## src/rtl/uart_tx_fifo.sv

```systemverilog
// UART transmitter fed by a small word FIFO. Each FIFO entry carries its own
// frame format (parity enable/type, stop-bit count), so frames may differ back-to-back.
module uart_tx_fifo #(
   parameter int DATA_W       = 8,
   parameter int CLKS_PER_BIT = 1,
   parameter int FIFO_DEPTH   = 4
) (
   input  logic                                 clk,
   input  logic                                 rst,
   input  logic [DATA_W-1:0]                    p_data,
   input  logic                                 data_valid,
   output logic                                 data_ready,
   input  logic                                 par_en,
   input  logic                                 par_typ,
   input  logic                                 stop2,
   output logic                                 out_tx,
   output logic                                 busy_reg,
   output logic [$clog2(FIFO_DEPTH+1)-1:0]      fifo_count,
   output logic                                 frame_done
);

   localparam int AW = $clog2(FIFO_DEPTH);
   localparam int CW = $clog2(FIFO_DEPTH+1);
   localparam int EW = DATA_W + 3;
   localparam int NW = $clog2(DATA_W);
   localparam int BW = (CLKS_PER_BIT > 1) ? $clog2(CLKS_PER_BIT) : 1;

   typedef enum logic [2:0] {
      S_IDLE,
      S_START,
      S_DATA,
      S_PARITY,
      S_STOP
   } state_t;

   // FIFO storage and pointers
   logic [EW-1:0]  r_mem [FIFO_DEPTH];
   logic [AW-1:0]  r_wr_ptr;
   logic [AW-1:0]  r_rd_ptr;
   logic [CW-1:0]  r_count;

   // Transmit datapath
   state_t            r_state;
   logic [DATA_W-1:0] r_shift;
   logic [NW-1:0]     r_bit_cnt;
   logic [BW-1:0]     r_baud;
   logic              r_stop_cnt;
   logic              r_par_en;
   logic              r_par_bit;
   logic              r_stop2;
   logic              r_tx;
   logic              r_busy;
   logic              r_frame_done;

   logic              w_push;
   logic              w_pop;
   logic              w_fifo_ne;
   logic              w_baud_end;
   logic              w_stop_end;
   logic [EW-1:0]     w_head;

   assign data_ready = (r_count != CW'(FIFO_DEPTH));
   assign fifo_count = r_count;
   assign out_tx     = r_tx;
   assign busy_reg   = r_busy;
   assign frame_done = r_frame_done;

   assign w_push     = data_valid && data_ready;
   assign w_fifo_ne  = (r_count != '0);
   assign w_head     = r_mem[r_rd_ptr];
   assign w_baud_end = (r_baud == BW'(CLKS_PER_BIT-1));
   assign w_stop_end = w_baud_end && (r_stop_cnt == r_stop2);
   assign w_pop      = w_fifo_ne &&
                       ((r_state == S_IDLE) || ((r_state == S_STOP) && w_stop_end));

   always_ff @(posedge clk) begin
      if (w_push) begin
         r_mem[r_wr_ptr] <= {stop2, par_typ, par_en, p_data};
      end
   end

   always_ff @(posedge clk) begin
      if (rst) begin
         r_wr_ptr <= '0;
         r_rd_ptr <= '0;
         r_count  <= '0;
      end else begin
         if (w_push) begin
            r_wr_ptr <= r_wr_ptr + AW'(1);
         end
         if (w_pop) begin
            r_rd_ptr <= r_rd_ptr + AW'(1);
         end
         case ({w_push, w_pop})
            2'b10:   r_count <= r_count + CW'(1);
            2'b01:   r_count <= r_count - CW'(1);
            default: r_count <= r_count;
         endcase
      end
   end

   always_ff @(posedge clk) begin
      if (rst) begin
         r_state      <= S_IDLE;
         r_shift      <= '0;
         r_bit_cnt    <= '0;
         r_baud       <= '0;
         r_stop_cnt   <= 1'b0;
         r_par_en     <= 1'b0;
         r_par_bit    <= 1'b0;
         r_stop2      <= 1'b0;
         r_tx         <= 1'b1;
         r_busy       <= 1'b0;
         r_frame_done <= 1'b0;
      end else begin
         r_frame_done <= 1'b0;
         case (r_state)
            S_IDLE: begin
               r_tx   <= 1'b1;
               r_busy <= 1'b0;
            end
            S_START: begin
               if (w_baud_end) begin
                  r_baud    <= '0;
                  r_bit_cnt <= '0;
                  r_tx      <= r_shift[0];
                  r_state   <= S_DATA;
               end else begin
                  r_baud <= r_baud + BW'(1);
               end
            end
            S_DATA: begin
               if (w_baud_end) begin
                  r_baud <= '0;
                  if (r_bit_cnt == NW'(DATA_W-1)) begin
                     if (r_par_en) begin
                        r_tx    <= r_par_bit;
                        r_state <= S_PARITY;
                     end else begin
                        r_tx       <= 1'b1;
                        r_stop_cnt <= 1'b0;
                        r_state    <= S_STOP;
                     end
                  end else begin
                     r_shift   <= r_shift >> 1;
                     r_tx      <= r_shift[1];
                     r_bit_cnt <= r_bit_cnt + NW'(1);
                  end
               end else begin
                  r_baud <= r_baud + BW'(1);
               end
            end
            S_PARITY: begin
               if (w_baud_end) begin
                  r_baud     <= '0;
                  r_tx       <= 1'b1;
                  r_stop_cnt <= 1'b0;
                  r_state    <= S_STOP;
               end else begin
                  r_baud <= r_baud + BW'(1);
               end
            end
            S_STOP: begin
               if (w_baud_end) begin
                  r_baud <= '0;
                  if (r_stop_cnt == r_stop2) begin
                     r_frame_done <= 1'b1;
                     r_tx         <= 1'b1;
                     r_busy       <= 1'b0;
                     r_state      <= S_IDLE;
                  end else begin
                     r_stop_cnt <= 1'b1;
                  end
               end else begin
                  r_baud <= r_baud + BW'(1);
               end
            end
            default: begin
               r_tx    <= 1'b1;
               r_busy  <= 1'b0;
               r_state <= S_IDLE;
            end
         endcase

         // A pop overrides the IDLE/STOP assignments above so the next start bit follows at once.
         if (w_pop) begin
            r_shift   <= w_head[DATA_W-1:0];
            r_par_en  <= w_head[DATA_W];
            r_par_bit <= (^w_head[DATA_W-1:0]) ^ w_head[DATA_W+1];
            r_stop2   <= w_head[DATA_W+2];
            r_baud    <= '0;
            r_tx      <= 1'b0;
            r_busy    <= 1'b1;
            r_state   <= S_START;
         end
      end
   end

endmodule

```

## config.mk

```make
export PLATFORM = sky130hd
export DESIGN_NAME = uart_tx_fifo
export DESIGN_NICKNAME = d
export VERILOG_FILES = /design/src/rtl/uart_tx_fifo.sv
export SDC_FILE = /design/constraint.sdc
export NUM_CORES = 1
export LEC_CHECK = 0
export ABC_AREA = 1
export BUFFER_PORTS_ARGS = -buffer_cell sky130_fd_sc_hd__buf_2
export CORE_UTILIZATION = 50
export CTS_BUF_LIST = sky130_fd_sc_hd__clkbuf_8
export DETAILED_ROUTE_END_ITERATION = 8
export GPL_TIMING_DRIVEN = 0
export PLACE_DENSITY = 0.79
export SLEW_MARGIN = 5
export SYNTH_ARGS = -nofsm -noshare
export SYNTH_HDL_FRONTEND = slang
export SYNTH_SLANG_ARGS = --single-unit
```

## constraint.sdc

```tcl
create_clock -name clk -period 2.55 [get_ports clk]
set_input_delay 0.51 -clock clk [delete_from_list [all_inputs] [get_ports clk]]
set_output_delay 0.51 -clock clk [all_outputs]
set_load 0.1 [all_outputs]
```

### Yosys cells after proc, flatten, opt, wreduce, memory -nomap -nowiden

Memory sizes are Yosys's and may differ from the RTL's. A register that Yosys moved wholly into a read port is not among the register bits.
Index checks and enable logic that the tools add are counted.

| storage, ports and cells | value |
|---|---|
| output and inout port bits | 7 |
| register bits after elaboration | 29 |
| memories | 1 |
| RAM bits | 44 |
| input bits | 14 |

Memory list:

| name | words | bits a word | rd ports | clocked after Yosys merged registers in | wr ports | RTL line | text |
|---|---|---|---|---|---|---|---|
| r_mem | 4 | 11 | 1 | 1 | 1 | 37 | `logic [EW-1:0] r_mem [FIFO_DEPTH];` |

| cells by class | value |
|---|---|
| reductions and logical operators | 23 |
| equality and inequality tests | 28 |
| multiplexer cells | 44 |
| bitwise operators | 4 |
| add/sub/neg operators | 6 |

Operators by type and width:

| kind | count |
|---|---|
| $mux W8 | 4 |
| $mux W3 | 10 |
| $mux W1 | 22 |
| $reduce_and A7 Y1 | 3 |
| $ne A2 B2 Y1 const B | 10 |
| $ne A3 B3 Y1 const B | 6 |
| $pmux W3 S5 | 1 |
| $pmux W3 S2 | 2 |
| $reduce_xor A8 Y1 | 1 |
| $add A3 B1 Y3 const B | 2 |
| $eq A3 B2 Y1 const B | 2 |
| $eq A3 B3 Y1 const B | 2 |
| $ne A2 B1 Y1 const B | 3 |
| $reduce_and A3 Y1 | 2 |
| $reduce_bool A2 Y1 | 3 |
| $reduce_bool A3 Y1 | 2 |
| $reduce_or A3 Y1 | 2 |
| $reduce_and A5 Y1 | 1 |
| $add A2 B1 Y2 const B | 2 |
| $logic_and A1 B1 Y1 | 4 |
| $mux W2 | 2 |
| $pmux W1 S4 | 1 |
| $reduce_and A4 Y1 | 1 |
| $reduce_or A4 Y1 | 1 |
| 14 further kinds | 16 |

### Logic depth before layout (Yosys ltp)

Gate-level depths: netlist (run 1).

| logic depth | value |
|---|---|
| depth after elaboration | 7 |
| mapped depth | 17 |
| mapped depth without buffers | 16 |

### Least setup slack after synthesis (run 1)

OpenSTA, ideal clock, no wires.

| timing | value |
|---|---|
| path type | reg2reg |
| start | register r_count[2] (netlist: fifo_count[2]) |
| end | register r_count[2] (netlist: fifo_count[2]) |
| buffers on the path | 0 |
| arrival | 3.501 ns |
| cell stages (with the launch flop) | 10 |
| slack | -1.073 ns |
| data required time | 2.427 ns |
| setup time | 0.123 ns |
| cell sequence | dfxtp_1 > nand3_1 > nand2_1 > ha_1 > inv_1 > fa_1 > a21oi_1 > o21ai_0 > o21ai_0 > a21oi_1 |

| between the ends | value |
|---|---|
| cells in the longest elaborated chain, start to end | 4 |

RTL lines:

| element | RTL line | text |
|---|---|---|
| start, declared | 40 | `logic [CW-1:0] r_count;` |
| start signal, assigned | 95 | `2'b10: r_count <= r_count + CW'(1);` |
| start signal, assigned | 96 | `2'b01: r_count <= r_count - CW'(1);` |
| start signal, assigned | 97 | `default: r_count <= r_count;` |
| $ne A3 B3 Y1 * | 62 | `assign data_ready = (r_count != CW'(FIFO_DEPTH));` |
| named net data_ready | 12 | `output logic data_ready,` |
| $logic_and A1 B1 Y1 * | 68 | `assign w_push = data_valid && data_ready;` |
| $eq A2 B1 Y1 / $eq A2 B2 Y1 (equally long branches) | 94 | `case ({w_push, w_pop})` |
| $pmux W3 S2 / $reduce_bool A2 Y1 (equally long branches) | n/a |  |

The timed path passes the listed nets; every way through them passes the cells marked *.
A chain may end at the register's enable or synchronous reset.

### Final worst setup path (run 1)

| timing | value |
|---|---|
| start | register r_state[0] |
| end | register r_count[2] (netlist: fifo_count[2]) |

| between the ends | value |
|---|---|
| cells in the longest elaborated chain, start to end | 6 |

RTL lines:

| element | RTL line | text |
|---|---|---|
| start, declared | 43 | `state_t r_state;` |
| start signal, assigned | 104 | `r_state <= S_IDLE;` |
| start signal, assigned | 127 | `r_state <= S_DATA;` |
| start signal, assigned | 138 | `r_state <= S_PARITY;` |
| $eq A3 B3 Y1 | 74 | `((r_state == S_IDLE) \|\| ((r_state == S_STOP) && w_stop_end));` |
| $logic_and A1 B1 Y1 | 74 |  |
| $logic_or A1 B1 Y1 * | 74 |  |
| $logic_and A1 B1 Y1 * | 73 | `assign w_pop = w_fifo_ne &&` |
| $eq A2 B1 Y1 / $eq A2 B2 Y1 (equally long branches) | 94 |  |
| $pmux W3 S2 / $reduce_bool A2 Y1 (equally long branches) | n/a |  |

Mark *: on every way between the ends. The rest lies on a longest branch, timed or not.

==> flow_summary.yaml, run 1 <==
sta:
  finClkSkew_ns: 0.01475
  relSlewSlack: 0.2274
  setup_viol: 0
  period_needed_ns: 2.321
  setup_tns_ns: 0
  post-route-period-util: 0.9102
  fmax_mhz: 430.8
  maxSlewViolCount: 0
  hold_viol: 0
  worst-slew-pin-transition_ns: 1.155
hold_path:
  worstHoldPathType: "in -> reg"
routing:
  drcViolationCount: 0
  routedLengthMet1_um: 2866
  drt-total-wl_um: 6462
  drtIter0Drc: 163
  wire_per_inst_um: 13.21
  antenna_left: 0
  drt-pass1-iter-count: 4
  via_per_inst: 5.229
  dr.max_layer_used: "met4"
  wl_met2_um: 3196
  met3_length_um: 307
  vias: 2557
pwr:
  p_leak_nw: 1.639
  vdd.ir_drop.worst_mv: 0.8194
  p_int_mw: 2.547
  p_comb_frac: 0.437
  p_seq_frac: 0.365
  p_total_mw: 4.469
  power.density_nw_per_um2: 1195
  swShare: 0.4301
  p_clk_frac: 0.198
  p_switching_mw: 1.922
critical_path:
  critPathMaxFanout: 7
  critPathArrivalTime_ns: 2.56
  crit_chain: "nor2_1, inv_1, nor2_1, inv_1, nand2_1, nand2_2, clkinvlp_4, ha_1, inv_1, fa_1, a21oi_1, o21ai_0, o21ai_0, a21oi_1"
  critPathCaptureType: "flip-flop"
  critPathRequiredTime_ns: 2.79
  critPathKind: "reg -> reg"
  cp_slowest_cell: "fa_1"
  r2r_slack_ns: 0.23
  critPathBufInv: 4
  start_kind: "flip-flop"
  cp_slowest_stage_delay_ns: 0.38
  cp_top_family: "adder cells"
  cpMostUsedCell: "inv_1"
logic_synthesis:
  syn_inst: 374
  ys_seq_area_frac: 0.5803
  synth_top_area_cell: "edfxtp_1"
  syn_nets: 396
  yosysWarnings: 0
  ys_types: 30
  ys_top_cells_by_count: "nand2_1, edfxtp_1, inv_1"
  synth_edf_count: 44
  async_reset_ff_frac: 0
  yosysMostFrequentCell: "nand2_1"
  synth.top_cell.area_share: 0.3989
  syn_avg_cell_area_sq_um: 8.855
  ys_ff_latch: 74
  syn_area_sq_um: 3312
  synth_ff_type: "edfxtp_1"
  ys_top_cells_by_area: "edfxtp_1, dfxtp_1, nand2_1"
floorplanning:
  ios: 21
  die_w_um: 83.39
  core.rowCount: 29
  start_util: 0.5186
  core_area_sq_um: 6386
  die-area_sq_um: 6953
  fp.dieH_um: 83.39
cells_and_area:
  layout.nets: 429
  largest_reg_flops: 44
  fin_cells: 489
  regMostFlops: "r_mem"
  layout-drive-gt1-share: 0.1529
  top_regs: "r_mem x44, r_shift x8"
  area_delta_synth_final_pct: 12.92
  diodes: 0
clocking:
  clk_pin_slew_ns: 0.09
  clock_latency_ns: 0.35
  root_buffer: "clkbuf_8"
  clockBufferDepth: 2
  cts_tree: "yes"
  cts_sinks: 74
  cts_buffers: 9
  cts.htree.levels: 3
place:
  gp_congestion: 0.8503
  dpl.hpwl_um: 4445
  io_buffers: 20
  dp_cells: 471
outcome:
  outcome: "complete, no violations"
global_route:
  overflow: 0
  grt_pass1_vias: 2384
  antenna_found_initial: 0
  grt_use_total: 0.2020
  grt_max_degree: 14
  grt_pass1_wl_um: 10840
job:
  maxCapViolations: 0
[logic make-up after synthesis]
logic type	after synthesis	share of synthesized area
buf+inv	52	0.06460
fa+ha+maj	8	0.03249
simple gates	188	0.2304
flops	74	0.5803
xor+xnor	1	0.002645
compound gates	51	0.08954
[worst register-to-register path, stage by stage, from the launching register on]
cell,delay [ns]
dfxtp_1,0.35
nor2_1,0.16
inv_1,0.08
nor2_1,0.15
inv_1,0.07
nand2_1,0.08
nand2_2,0.12
clkinvlp_4,0.12
ha_1,0.14
inv_1,0.07
fa_1,0.38
a21oi_1,0.17
o21ai_0,0.12
o21ai_0,0.16
a21oi_1,0.05
[final cells by class]
| cell class | instances | area, sq um |
|---|---|---|
| plain buffers | 10 | 56.30 |
| well taps | 77 | 96.34 |
| multi-input cells | 248 | 1191 |
| flip-flops and latches | 74 | 1926 |
| clock inverters | 7 | 70.07 |
| inverters | 42 | 161.4 |
| repair buffers | 22 | 115.1 |
| fillers | 535 | 2646 |
| clock buffers | 9 | 123.9 |
[power by group through the flow]
stage	combinational [mW]	clock (mW)	sequential (mW)
floorplan	1.29	0	1.85
global placement	1.82	0	1.64
detailed placement	1.88	0	1.66
CTS	1.90	0.895	1.63
global route	2.21	0.942	1.66
finish	1.95	0.885	1.63
[worst paths after layout]
check,start,end,cells after the start
worst max register to register,r_state[0],fifo_count[2],14
worst max-delay path,r_state[0],fifo_count[2],14
worst min-delay path,rst,r_state[0],2
worst min register to register,busy_reg,busy_reg,2
[through the flow]
step,hold WS [ns],setup slack [ns],util,instance area (sq um)
3_5_place_dp,0.4586,0.1124,0.5519,3525
3_3_place_gp,0.4472,0.2409,0.5519,3525
4_1_cts,0.3541,0.09998,0.5823,3719
2_1_floorplan,0.4392,0.06206,-,3328
5_1_grt,0.3662,-0.004713,0.5856,3740
6_report,0.3601,0.2290,0.5856,3740
[layout by cell type (no fill, tap or decap), types with 9 or more instances in the layout]
cell / synthesis / final
a21oi_1: 19 / 19
buf_2: 6 / 26
clkbuf_8: 0 / 9
dfxtp_1: 30 / 27
edfxtp_1: 44 / 44
inv_1: 31 / 32
inv_2: 10 / 10
nand2_1: 131 / 130
nand3_1: 26 / 25
nor2_1: 24 / 24
o21ai_0: 17 / 17
[what timing repair did]
| item | in CTS | in global routing |
|---|---|---|
| hold buffers | 0 | 0 |
| buffers inserted | 0 | 2 |
| endpoints found under the setup margin | 0 | 2 |
| resized for setup | 0 | 2 |
[metal layers]
layer	track usage	up-vias
met5	0	-
met4	0.08464	0
met3	0.05467	8
met2	0.3443	59
met1	0.2407	1178
li1	-	1312
(Power assumes the default switching activity.)
==> inputs of run 2 (changes only) <==
--- a/config.mk
+++ b/config.mk
@@ -11,7 +11,7 @@
 export CTS_BUF_LIST = sky130_fd_sc_hd__clkbuf_8
 export DETAILED_ROUTE_END_ITERATION = 8
 export GPL_TIMING_DRIVEN = 0
-export PLACE_DENSITY = 0.79
+export PLACE_DENSITY = 0.75
 export SLEW_MARGIN = 5
 export SYNTH_ARGS = -nofsm -noshare
 export SYNTH_HDL_FRONTEND = slang
==> run 2 against run 1 <==
  * Design area increased by 0.54%
  * First-iteration DRC count shrank 12%
  * Clock-buffer cell count is the same
  * Largest cell class unchanged
  * Global-route usage decreased by 0.32 points
  * Critical path type unchanged
  * Critical path depth decreased by 2
  * Sequential share of layout area decreased by 0.27 points
  * Maximum frequency up 1.8%
  * Core utilization rose by 0.31 points
  * Final cell count unchanged
==> flow_summary.yaml, run 2 (same netlist as run 1, synthesis figures left out) <==
outcome:
  outcome: "complete, no violations"
critical_path:
  critPathMaxFanout: 7
  critPathArrivalTime_ns: 2.52
  critPathRequiredTime_ns: 2.79
  critPathKind: "reg -> reg"
  start_kind: "flip-flop"
  critPathCaptureType: "flip-flop"
sta:
  fin_hold_ws_ns: 0.3622
  post-route-period-util: 0.8940
  rsz0062_at_grt: "false"
  fmax_mhz: 438.7
  setup_ws_ns: 0.2703
  period_needed_ns: 2.280
  setup_viol: 0
  maxSlewViolCount: 0
  setup_tns_ns: 0
  hold_viol: 0
  worst-slew-pin-transition_ns: 1.190
  relSlewSlack: 0.2038
  finClkSkew_ns: 0.01440
global_route:
  grt_use_total: 0.1988
  grt_max_degree: 13
  grt_pass1_vias: 2291
  grt_pass1_wl_um: 10580
  antenna_found_initial: 0
  overflow: 0
cells_and_area:
  diodes: 0
  ff_latch_area_sq_um: 1926
  layout.nets: 429
  largest_reg_flops: 44
  n_fill_cell: 580
  layout_commonest_cell: "nand2_1"
  fin_cells: 489
  regMostFlops: "r_mem"
  final_area_sq_um: 3760
  area_delta_synth_final_pct: 13.52
  most-common-layout-cells: "nand2_1, edfxtp_1, inv_1"
  post-route-util: 0.5888
  layout-drive-gt1-share: 0.1529
  multi_input_area_sq_um: 1195
  top_regs: "r_mem x44, r_shift x8"
place:
  dp_cells: 471
  gp_congestion: 0.8162
  io_buffers: 20
  dpl.hpwl_um: 4385
  placed_cell_area_sq_um: 3525
  pre_cts_ws_ns: 0.1348
pwr:
  power.density_nw_per_um2: 1209
  vdd.ir_drop.worst_mv: 0.7636
  p_total_mw: 4.547
  p_leak_nw: 1.650
routing:
  wire_per_inst_um: 13.06
  via_per_inst: 5.157
  drt-total-wl_um: 6384
  drtIter0Drc: 143
  drcViolationCount: 0
  vias: 2522
  drt-pass1-iter-count: 4
  antenna_left: 0
floorplanning:
  die_w_um: 83.39
  core_area_sq_um: 6386
  core.rowCount: 29
  start_util: 0.5186
  fp.dieH_um: 83.39
  ios: 21
  die-area_sq_um: 6953
hold_path:
  worstHoldPathType: "in -> reg"
clocking:
  cts_sinks: 74
  clockBufferDepth: 2
  cts.htree.levels: 3
  root_buffer: "clkbuf_8"
  clock_latency_ns: 0.35
  clk_pin_slew_ns: 0.08
  cts_tree: "yes"
  cts_buffers: 9
  postCtsHoldBufs: 0
job:
  maxCapViolations: 0
-- run 2: changes by cell type in the layout (fill, tap and decap cells not counted), sizes merged --
cell    delta
bufinv     +1
clkinv     -1
-- run 2: area by class of cell --
type                    instances  share of cell area
flip-flops and latches         74              0.5121
clock buffers                   9             0.03295
repair buffers                 22             0.03062
clock inverters                 7             0.02296
multi-input cells             248              0.3178
inverters                      42             0.04293
well taps                      77             0.02562
plain buffers                  10             0.01498
-- run 2: worst paths after layout --
kind / start / endpoint / slack, ns / depth (start not counted)
worst min register to register: busy_reg / busy_reg / 0.47 / 2
worst max-delay path: r_stop2 / fifo_count[2] / 0.27 / 12
worst min-delay path: rst / r_state[0] / 0.36 / 2
worst max register to register: r_stop2 / fifo_count[2] / 0.27 / 12
-- run 2: critical path, stage by stage, from the launching register on --
cell,delay [ns]
dfxtp_1,0.33
xnor2_1,0.22
nand3_1,0.17
nand2_1,0.11
nand2_2,0.12
clkinvlp_4,0.12
ha_1,0.14
inv_1,0.07
fa_1,0.40
a21oi_2,0.15
o21ai_0,0.12
o21ai_0,0.17
a21oi_1,0.06
-- run 2: where the power goes --
group | switching (mW) | internal (mW) | leakage (nW)
logic | 1.36 | 0.595 | 0.883
clock network | 0.423 | 0.542 | 0.116
registers | 0.119 | 1.51 | 0.651
total | 1.90 | 2.64 | 1.65
-- run 2: what timing repair did --
action                     4_1_cts  5_1_grt
resized for setup                0        3
setup buffers                    0        2
setup endpoints to repair        0        1
-- run 2: routing by layer --
layer  track usage  vias up  share of wire
li1              -     1305              -
met1        0.2513     1155           0.46
met2        0.3271       51           0.48
met3       0.03877       11          0.036
met4       0.09718        0          0.024
met5             0        -              0
==> inputs of run 3 (changes only) <==
--- a/config.mk
+++ b/config.mk
@@ -5,7 +5,6 @@
 export SDC_FILE = /design/constraint.sdc
 export NUM_CORES = 1
 export LEC_CHECK = 0
-export ABC_AREA = 1
 export BUFFER_PORTS_ARGS = -buffer_cell sky130_fd_sc_hd__buf_2
 export CORE_UTILIZATION = 50
 export CTS_BUF_LIST = sky130_fd_sc_hd__clkbuf_8
==> constraint.sdc (replaced) <==
create_clock -name clk -period 2.2 [get_ports clk]
set_input_delay 0.44 -clock clk [delete_from_list [all_inputs] [get_ports clk]]
set_output_delay 0.44 -clock clk [all_outputs]
set_load 0.1 [all_outputs]
==> run 3 against run 2 <==
  * Core utilization up 2.6 points
  * Wire length down 14%
  * Largest power group unchanged
  * Critical endpoint is now r_par_bit
  * Final cell count down 30%
  * Maximum frequency up 4.4%
  * Clock power up 32%
  * Design area down 3.2%
  * Hold slack worse by 0.063 ns
  * Non-clock buffer count up 6
  * Worst setup slack worse by 0.25 ns
  * Combinational power up 6%
  * Synthesized cell count down 40%
==> flow_summary.yaml, run 3 <==
outcome:
  outcome: "complete, no violations"
sta:
  fin_hold_ws_ns: 0.2994
  fmax_mhz: 457.9
  post-route-period-util: 0.9926
  relSlewSlack: 0.5826
  maxSlewViolCount: 0
  finClkSkew_ns: 0.008156
  setup_ws_ns: 0.01626
  rsz0062_at_grt: "true"
  worst-slew-pin-transition_ns: 0.6261
  setup_viol: 0
  period_needed_ns: 2.184
  hold_viol: 0
critical_path:
  start_kind: "flip-flop"
  r2r_slack_ns: 0.02
  critPathKind: "reg -> reg"
  critPathRequiredTime_ns: 2.44
  critPathCaptureType: "flip-flop"
  critPathMaxFanout: 6
  reg2reg_depth: 6
  critPathArrivalTime_ns: 2.42
  reg2reg_to: "r_par_bit"
clocking:
  cts_tree: "yes"
  postCtsHoldBufs: 0
  clk_pin_slew_ns: 0.08
  clock_latency_ns: 0.35
  root_buffer: "clkbuf_8"
  clockBufferDepth: 2
  cts.htree.levels: 3
  cts_sinks: 74
  cts_buffers: 9
cells_and_area:
  n_fill_cell: 457
  area_delta_synth_final_pct: 19.26
  diodes: 0
  layout-drive-gt1-share: 0.2862
  layout.nets: 286
  most-common-layout-cells: "edfxtp_1, dfxtp_1, buf_2"
  regMostFlops: "r_mem"
  largest_reg_flops: 44
  top_regs: "r_mem x44, r_shift x8"
  layout_commonest_cell: "edfxtp_1"
floorplanning:
  core_area_sq_um: 5921
  start_util: 0.5156
  fp.dieH_um: 80.14
  ios: 21
  die_w_um: 80.14
  die-area_sq_um: 6422
  core.rowCount: 28
logic_synthesis:
  syn_avg_cell_area_sq_um: 13.69
  ys_ff_latch: 74
  ys_seq_area_frac: 0.6295
  syn_inst: 223
  ys_top_cells_by_area: "edfxtp_1, dfxtp_1, mux4_1"
  synth.top_cell.area_share: 0.4328
  ys_types: 38
  syn_area_sq_um: 3053
  yosysMostFrequentCell: "edfxtp_1"
  ys_top_cells_by_count: "edfxtp_1, dfxtp_1, a21oi_1"
  async_reset_ff_frac: 0
  synth_ff_type: "edfxtp_1"
  syn_nets: 245
  synth_edf_count: 44
  synth_top_area_cell: "edfxtp_1"
  yosysWarnings: 0
place:
  dpl.hpwl_um: 3470
  pre_cts_ws_ns: -0.2165
  io_buffers: 20
  gp_congestion: 0.8106
routing:
  wire_per_inst_um: 15.95
  vias: 1883
  drtIter0Drc: 76
  via_per_inst: 5.474
  drt-total-wl_um: 5488
  met3_length_um: 232
  dr.max_layer_used: "met4"
  drt-pass1-iter-count: 4
  routedLengthMet1_um: 2466
  drcViolationCount: 0
  wl_met2_um: 2673
  antenna_left: 0
hold_path:
  hold_end: "r_mem[1][4]"
  hold_path.startpoint: "p_data[4]"
  min_path_cells: 1
  worstHoldPathType: "in -> reg"
pwr:
  p_total_mw: 5.262
  p_leak_nw: 1.349
  vdd.ir_drop.worst_mv: 0.8375
  power.density_nw_per_um2: 1445
global_route:
  antenna_found_initial: 0
  grt_pass1_wl_um: 8914
  grt_use_total: 0.1942
  grt_max_degree: 14
  overflow: 0
  grt_pass1_vias: 1898
job:
  maxCapViolations: 0
==> run 3: changes by cell type in the layout (fill, tap and decap cells not counted), sizes merged, moves of 8 or more <==
cell   before  now
nand2     131   19
mux4        0   11
nand3      26    2
inv        43   13
a22oi       0    8
o21ai      18    4
nor2       26   16
==> run 3: logic make-up (layout without fill, tap and decap cells) <==
| logic type | after synthesis | count (layout) | synth area share |
|---|---|---|---|
| flops | 74 | 74 | 0.6295 |
| simple gates | 60 | 60 | 0.09467 |
| compound gates | 37 | 37 | 0.07378 |
| buf+inv | 19 | 65 | 0.02910 |
| mux | 13 | 13 | 0.09631 |
| xor+xnor | 12 | 12 | 0.04139 |
| fa+ha+maj | 8 | 8 | 0.03524 |
==> run 3: metal layers <==
layer,GRT usage,vias up
met1,0.2348,909
li1,-,912
met5,0,-
met4,0.08393,0
met3,0.06818,13
met2,0.3145,49
==> run 3: stage by stage <==
stage	utilization	std cells	cell area, sq um	setup TNS (ns)
floorplan	-	223	3100	-0.1456
global placement	0.5564	318	3294	-0.2676
detailed placement	0.5564	318	3294	-0.3808
CTS	0.6050	339	3582	0
global route	0.6150	344	3641	-0.1189
finish	0.6150	344	3641	0
==> run 3: worst max path at each step <==
stage,cells after the start,slack [ns],endpoint,startpoint
4_1_cts,6,0.01,r_par_bit,flip-flop
6_report,6,0.02,r_par_bit,flip-flop
3_3_place_gp,11,-0.16,fifo_count[2],r_stop2
2_1_floorplan,9,-0.14,fifo_count[2],fifo_count[2]
3_5_place_dp,11,-0.22,fifo_count[2],r_state[2]
5_1_grt,6,-0.07,r_par_bit,flip-flop
==> run 3: timing repair <==
action | 4_1_cts | 5_1_grt
buffers inserted | 7 | 5
gates resized for setup | 5 | 7
endpoints found under the setup margin | 4 | 3
pin swaps | 4 | 4
==> run 3: final cells by class <==
type	count	area, sq um	share of cell area
buffer	7	55.05	0.01512
clock buffer	9	123.9	0.03402
clock inverter	7	116.4	0.03196
inverter	11	46.29	0.01271
multi-input combinational	130	1086	0.2983
sequential	74	1937	0.5320
tap	75	93.84	0.02577
timing repair buffer	31	182.7	0.05017
==> run 3: critical path, stage by stage (launching register included) <==
cell and delay [ns]:
dfxtp_2 0.34, buf_6 0.13, mux4_2 0.52, xor2_1 0.18, xnor3_1 0.46, and4_4 0.17
a311o_1 0.27
==> run 3: report_power, final <==
part / total (mW) / switching [mW] / internal (mW)
Combinational: 2.07 / 1.14 / 0.922
Sequential: 1.93 / 0.179 / 1.75
Clock: 1.27 / 0.512 / 0.753
Total: 5.26 / 1.84 / 3.43
